==> src/rtl/scale_pkg.sv <==
// Shared widths and sig encodings for the scale datapath and its scheduler.
package scale_pkg;

  localparam int unsigned IN_W  = 20;
  localparam int unsigned SIG_W = 2;
  localparam int unsigned EXP_W = 8;
  localparam int unsigned OUT_W = 32;

  localparam logic [SIG_W-1:0] SIG_ZERO   = 2'b00;
  localparam logic [SIG_W-1:0] SIG_HALF   = 2'b01;
  localparam logic [SIG_W-1:0] SIG_EIGHTH = 2'b11;
  localparam logic [SIG_W-1:0] SIG_BAD    = 2'b10;

  // The scale unit leaves SIG_BAD undefined, so it is folded onto SIG_ZERO.
  function automatic logic [SIG_W-1:0] sig_remap(input logic [SIG_W-1:0] s);
    return (s == SIG_BAD) ? SIG_ZERO : s;
  endfunction

endpackage

==> src/rtl/scale_sched_rr_arbiter.sv <==
// Round-robin arbiter.
// Ports: clk, rst_n (sync active-low), req (request vector), enable (grant
// permitted), grant (one-hot), grant_idx (index of the granted lane).
// The search starts at rr_ptr; rr_ptr moves past the winner on every grant.
module rr_arbiter #(
  parameter int unsigned NUM_REQ = 4,
  parameter int unsigned ID_W    = (NUM_REQ > 1) ? $clog2(NUM_REQ) : 1
) (
  input  logic               clk,
  input  logic               rst_n,
  input  logic [NUM_REQ-1:0] req,
  input  logic               enable,
  output logic [NUM_REQ-1:0] grant,
  output logic [ID_W-1:0]    grant_idx
);

  logic [ID_W-1:0] rr_ptr_q, rr_ptr_d;
  logic [ID_W-1:0] cand;
  logic            found;

  always_comb begin
    grant     = '0;
    grant_idx = '0;
    found     = 1'b0;
    cand      = '0;
    for (int unsigned k = 0; k < NUM_REQ; k++) begin
      cand = ID_W'((32'(rr_ptr_q) + k) % NUM_REQ);
      if (enable && !found && req[cand]) begin
        found       = 1'b1;
        grant[cand] = 1'b1;
        grant_idx   = cand;
      end
    end
    rr_ptr_d = rr_ptr_q;
    if (found) begin
      rr_ptr_d = (grant_idx == ID_W'(NUM_REQ - 1)) ? '0 : grant_idx + 1'b1;
    end
  end

  always_ff @(posedge clk) begin
    if (!rst_n) begin
      rr_ptr_q <= '0;
    end else begin
      rr_ptr_q <= rr_ptr_d;
    end
  end

endmodule

==> src/rtl/scale_sched.sv <==
// Shares one registered scale unit (1-cycle latency) among NUM_REQ lanes.
// Ports: clk, rst_n (sync active-low); req_valid/req_ready per-lane handshake
// with req_in/req_sig/req_exp operands; sc_in/sc_sig/sc_exp drive the unit,
// sc_out returns its result; res_valid/res_ready/res_data/res_id present the
// head of a 2-entry result buffer; sig_err pulses after a SIG_BAD request.
module scale_sched
  import scale_pkg::*;
#(
  parameter int unsigned NUM_REQ    = 4,
  parameter int unsigned ID_W       = 2,
  parameter int unsigned OBUF_DEPTH = 2
) (
  input  logic                     clk,
  input  logic                     rst_n,
  input  logic [NUM_REQ-1:0]       req_valid,
  input  logic [NUM_REQ*IN_W-1:0]  req_in,
  input  logic [NUM_REQ*SIG_W-1:0] req_sig,
  input  logic [NUM_REQ*EXP_W-1:0] req_exp,
  output logic [NUM_REQ-1:0]       req_ready,
  output logic [IN_W-1:0]          sc_in,
  output logic [SIG_W-1:0]         sc_sig,
  output logic [EXP_W-1:0]         sc_exp,
  input  logic [OUT_W-1:0]         sc_out,
  output logic                     res_valid,
  input  logic                     res_ready,
  output logic [OUT_W-1:0]         res_data,
  output logic [ID_W-1:0]          res_id,
  output logic                     sig_err
);

  logic [IN_W-1:0]  lane_in  [NUM_REQ];
  logic [SIG_W-1:0] lane_sig [NUM_REQ];
  logic [EXP_W-1:0] lane_exp [NUM_REQ];

  for (genvar i = 0; i < NUM_REQ; i++) begin : g_lane
    assign lane_in[i]  = req_in[i*IN_W +: IN_W];
    assign lane_sig[i] = req_sig[i*SIG_W +: SIG_W];
    assign lane_exp[i] = req_exp[i*EXP_W +: EXP_W];
  end

  logic [OUT_W-1:0] data_q [OBUF_DEPTH];
  logic [ID_W-1:0]  id_q   [OBUF_DEPTH];
  logic             wr_ptr_q, rd_ptr_q;
  logic [1:0]       count_q, count_d;
  logic             in_flight_q;
  logic [ID_W-1:0]  inflight_id_q, inflight_id_d;
  logic             sig_err_q, sig_err_d;

  logic [NUM_REQ-1:0] grant;
  logic [ID_W-1:0]    win;
  logic [2:0]         occ;
  logic               issue_en, issue, pop, push;

  assign res_valid = (count_q != 2'd0);
  assign pop       = res_valid & res_ready;
  assign push      = in_flight_q;

  // Slots already promised (buffered + in flight) net of this cycle's pop;
  // this is what keeps the 2-entry buffer from ever overflowing.
  assign occ      = 3'(count_q) + 3'(in_flight_q) - 3'(pop);
  assign issue_en = rst_n && (occ < 3'(OBUF_DEPTH));

  rr_arbiter #(
    .NUM_REQ (NUM_REQ),
    .ID_W    (ID_W)
  ) u_arb (
    .clk       (clk),
    .rst_n     (rst_n),
    .req       (req_valid),
    .enable    (issue_en),
    .grant     (grant),
    .grant_idx (win)
  );

  assign req_ready = grant;
  assign issue     = |grant;

  always_comb begin
    sc_in         = '0;
    sc_sig        = SIG_ZERO;
    sc_exp        = '0;
    sig_err_d     = 1'b0;
    inflight_id_d = inflight_id_q;
    count_d       = count_q + {1'b0, push} - {1'b0, pop};
    if (issue) begin
      sc_in         = lane_in[win];
      sc_sig        = sig_remap(lane_sig[win]);
      sc_exp        = lane_exp[win];
      sig_err_d     = (lane_sig[win] == SIG_BAD);
      inflight_id_d = win;
    end
  end

  always_ff @(posedge clk) begin
    if (!rst_n) begin
      wr_ptr_q      <= 1'b0;
      rd_ptr_q      <= 1'b0;
      count_q       <= '0;
      in_flight_q   <= 1'b0;
      inflight_id_q <= '0;
      sig_err_q     <= 1'b0;
      for (int unsigned i = 0; i < OBUF_DEPTH; i++) begin
        data_q[i] <= '0;
        id_q[i]   <= '0;
      end
    end else begin
      if (push) begin
        data_q[wr_ptr_q] <= sc_out;
        id_q[wr_ptr_q]   <= inflight_id_q;
        wr_ptr_q         <= ~wr_ptr_q;
      end
      if (pop) begin
        rd_ptr_q <= ~rd_ptr_q;
      end
      count_q       <= count_d;
      in_flight_q   <= issue;
      inflight_id_q <= inflight_id_d;
      sig_err_q     <= sig_err_d;
    end
  end

  assign res_data = data_q[rd_ptr_q];
  assign res_id   = id_q[rd_ptr_q];
  assign sig_err  = sig_err_q;

endmodule

==> config.mk <==
export PLATFORM = sky130hd
export DESIGN_NAME = scale_sched
export DESIGN_NICKNAME = d
export VERILOG_FILES = /design/src/rtl/scale_pkg.sv /design/src/rtl/scale_sched_rr_arbiter.sv /design/src/rtl/scale_sched.sv
export SDC_FILE = /design/constraint.sdc
export NUM_CORES = 1
export LEC_CHECK = 0
export BUFFER_PORTS_ARGS = -buffer_cell sky130_fd_sc_hd__buf_2
export CORE_UTILIZATION = 47
export DETAILED_ROUTE_END_ITERATION = 8
export GPL_TIMING_DRIVEN = 0
export PLACE_DENSITY_LB_ADDON = 0.1
export RECOVER_POWER = 25
export SLEW_MARGIN = 10
export SYNTH_ARGS = -nofsm -noshare
export SYNTH_HDL_FRONTEND = slang
export SYNTH_SLANG_ARGS = --single-unit
==> constraint.sdc <==
create_clock -name clk -period 5 [get_ports clk]
set_input_delay 0.5 -clock clk [delete_from_list [all_inputs] [get_ports clk]]
set_output_delay 0.5 -clock clk [all_outputs]
set_load 0.02 [all_outputs]
==> metrics <==
CP Data Required Time 4.50 ns; path type of the worst setup path register to primary output; Final setup viols 0; I/O Buffers 228; hold_buf cts 0; RSZ-0062 raised after global routing no; Worst slew margin -89.3%; root buf cell clkbuf_8; total core area roughly 0.0099 sq mm; drt wl/cell 15.9 um; number of synthesized flops with an enable pin 68; Crit. Startpoint count_q[1]; CP endpoint kind primary output; Synth Flop Type edfxtp_1; worst flop-to-flop path startpoint count_q[1]; DRT antenna net count 0; row cnt 36; CP max FO 10; Area Growth Syn to Fin 32.6%; vias per cell 5.16; I/O Pins 229; first-pass GRT wire length 20,400 um; total track usage around 24%; vias in the first global route around 4,200; final WL around 13,000 um; count of different cell masters after synthesis 43; main combinational cell family by area after synthesis multiplexers; clk_lat worst skew 0.35 ns; Nets 853; Clk network pwr share 13.0%; Synth Area in Compound Gates 3.79%; cell-internal power 1.96 mW; number of max-cap violations 1; Hold Path Class input port to register; Synth Instances 443; clock-pin slew on the worst setup and hold paths ~0.08 ns; Core Util, Final roughly two thirds; Slowest Stage Delay on Critical Path 0.61 ns; yosys warns 0; Mapped Nets 611; Sw Share between 40% and 50%; min-delay src sc_out[28]; sequential-to-total area share from yosys stat 46.3%; H-Tree Depth 3; final clock skew about 0.007 ns; initial DRC count around 220; period utilization 95.4%; Synth Area in XOR/XNOR 0.538%; CTS tree yes; Combinational Power Share 61.2%; final hold violations 0; failing checks capacitance limit, slew limit; die width between 100 and 150 um; setup TNS 0 ns; largest net degree at the start of global routing 22; drt pass-1 iters 4; global placer's final weighted congestion 0.961; Worst setup SP type register; Final min period 4.77 ns; Seq cells post-synth 79; outcome complete, but fails checks; Psw between 1.5 and 2 mW; final std cells w/o fill between 800 and 900; layout cell share with drive strength beyond 1 approximately 44%; mux cell area share after synthesis 22.7%; register share of total power 25.7%; leakage roughly 3.4 nW; Pwr Density 549 mW/mm^2; worst path cell trace or2_2 > and2_1 > ha_1 > inv_1 > ha_1 > inv_1 > fa_1 > nand3_1 > nor3b_4 > a221oi_1 > clkbuf_1 > nand2_1 > and3_1 > buf_2; CTS max path bufs 2; initial antenna violation count 2; Post-Synth Adder-Cell Area 2.46%; worst slew pin tran 2.81 ns; Max VDD drop roughly 0.32 mV; Sink Count 79; Starting Density between 40% and 50%; Avg Inst Size Synth 11.0 sq um; Simple-Gate Fraction of Synth Area 20.5%; CTS buffer count 9; DP HPWL 10,500 um; GR Overflow Total 0; DR DRC count 0; Worst Path Arrival around 4.3 ns; max-slew violation count 17; Max stage delay cell, worst path a221oi_1; ys async rst share 0%; Layout fillers roughly 860; DP Cell Count 806; die area 0.0108 sq mm; post-synthesis cell area 0.00489 sq mm; Die Y 104 um; Vias ~4,300; highest clock rate 210 MHz
-- logic make-up (layout without fill, tap and decap cells) --
logic type / after synthesis / count (layout)
simple gates: 186 / 186
mux: 101 / 101
flops: 79 / 79
buf+inv: 41 / 287
compound gates: 24 / 24
fa+ha+maj: 9 / 9
xor+xnor: 3 / 3
other cells: 0 / 2
-- path summary, 6_finish.rpt --
| check | slack (ns) | depth (start not counted) | end |
|---|---|---|---|
| worst min-delay path | 0.43 | 2 | data_q[0][28] |
| worst max register to register | 1.13 | 13 | u_arb.rr_ptr_q[1] |
| worst min register to register | 0.46 | 2 | inflight_id_q[1] |
| worst max-delay path | 0.23 | 14 | sc_in[1] |
-- layout make-up --
cell class / instances / area, sq um / area share [%]
tap: 133 / 166 / 2.57
antenna: 2 / 5.00 / 0.0772
timing repair buffer: 231 / 1200 / 18.6
clock inverter: 6 / 70.1 / 1.08
inverter: 11 / 41.3 / 0.637
buffer: 30 / 145 / 2.24
clock buffer: 9 / 124 / 1.91
multi-input combinational: 323 / 2460 / 38.0
sequential: 79 / 2260 / 34.9
-- per-layer routing --
| layer | part of all wire, % | global-route usage (%) |
|---|---|---|
| met1 | 38 | 25.0 |
| met4 | 3.2 | 11.8 |
| met3 | 6.0 | 5.58 |
| met2 | 53 | 45.7 |
| met5 | 0 | 0 |
-- worst max-delay path, delay by kind of cell (launching register included) --
family,cells,cell delay (ns)
flip-flops,1,0.35
adder cells (fa/ha/maj),3,0.89
AO/OA/AOI/OAI,1,0.61
AND/OR/NAND/NOR,6,1.30
buffers and inverters,4,0.75
-- power groups by stage --
stage	clock, mW	combinational [mW]	sequential, mW
global route	0.501	2.34	0.930
detailed placement	0	2.16	0.931
finish	0.465	2.18	0.915
global placement	0	2.09	0.930
floorplan	0	1.48	0.921
CTS	0.475	2.17	0.916
-- what timing repair did --
item	4_1_cts	5_1_grt
pin swaps	0	1
buffers inserted	0	1
resized for setup	1	6
setup endpoints to repair	26	27
gates cloned	0	0
-- Yosys cell counts (2+ instances only) --
master     n  area (sq um)
buf_1      3          11.3
clkbuf_1  15          56.3
a21oi_1    2          10.0
edfxtp_1  68          2040
xnor2_1    2          17.5
inv_1     11          41.3
a22o_1     4          35.0
mux4_2     3          67.6
mux2i_1   62           621
o21ai_1    2          10.0
nor2b_1    8          50.1
mux2_2    35           394
and3_1    31           194
nand2_1   62           233
nor2_1     5          18.8
buf_6      2          22.5
ha_1       8           100
buf_2      9          45.0
and2_1    71           444
o21ai_0    3          15.0
nand3_1    2          10.0
a222oi_1   4          40.0
dfxtp_1   11           220
-- cells in the final DEF (no fill, tap or decap), types with 2 or more instances in the layout --
| cell type | count |
|---|---|
| a21oi_1 | 2 |
| a222oi_1 | 4 |
| a22o_1 | 4 |
| and2_0 | 26 |
| and2_1 | 45 |
| and3_1 | 31 |
| buf_1 | 3 |
| buf_16 | 2 |
| buf_2 | 236 |
| buf_4 | 2 |
| buf_6 | 2 |
| clkbuf_1 | 14 |
| clkbuf_2 | 2 |
| clkbuf_8 | 9 |
| clkinvlp_4 | 3 |
| dfxtp_1 | 11 |
| diode_2 | 2 |
| edfxtp_1 | 68 |
| ha_1 | 8 |
| inv_1 | 11 |
| inv_6 | 2 |
| mux2_2 | 35 |
| mux2i_1 | 62 |
| mux4_2 | 3 |
| nand2_1 | 62 |
| nand3_1 | 2 |
| nor2_1 | 5 |
| nor2b_1 | 8 |
| o21ai_0 | 3 |
| o21ai_1 | 2 |
| xnor2_1 | 2 |
-- state kept, by name, summed over array words and instances, names as in the netlist, named ones only --
signal,count
rd_ptr_q,1
data_q,64
u_arb.rr_ptr_q,2
sig_err,1
count_q,2
wr_ptr_q,1
id_q,4
in_flight_q,1
inflight_id_q,2
-- through the flow --
stage               power (mW)  instance area, sq um  hold slack, ns  setup slack (ns)
detailed placement        3.09                  6260           0.455             0.203
CTS                       3.56                  6460           0.420            0.0385
finish                    3.56                  6480           0.432             0.231
global route              3.77                  6480           0.424           0.00335
floorplan                 2.40                  4890           0.432             0.932
global placement          3.02                  6190           0.446             0.281
Power figures use the tool's default switching activity.
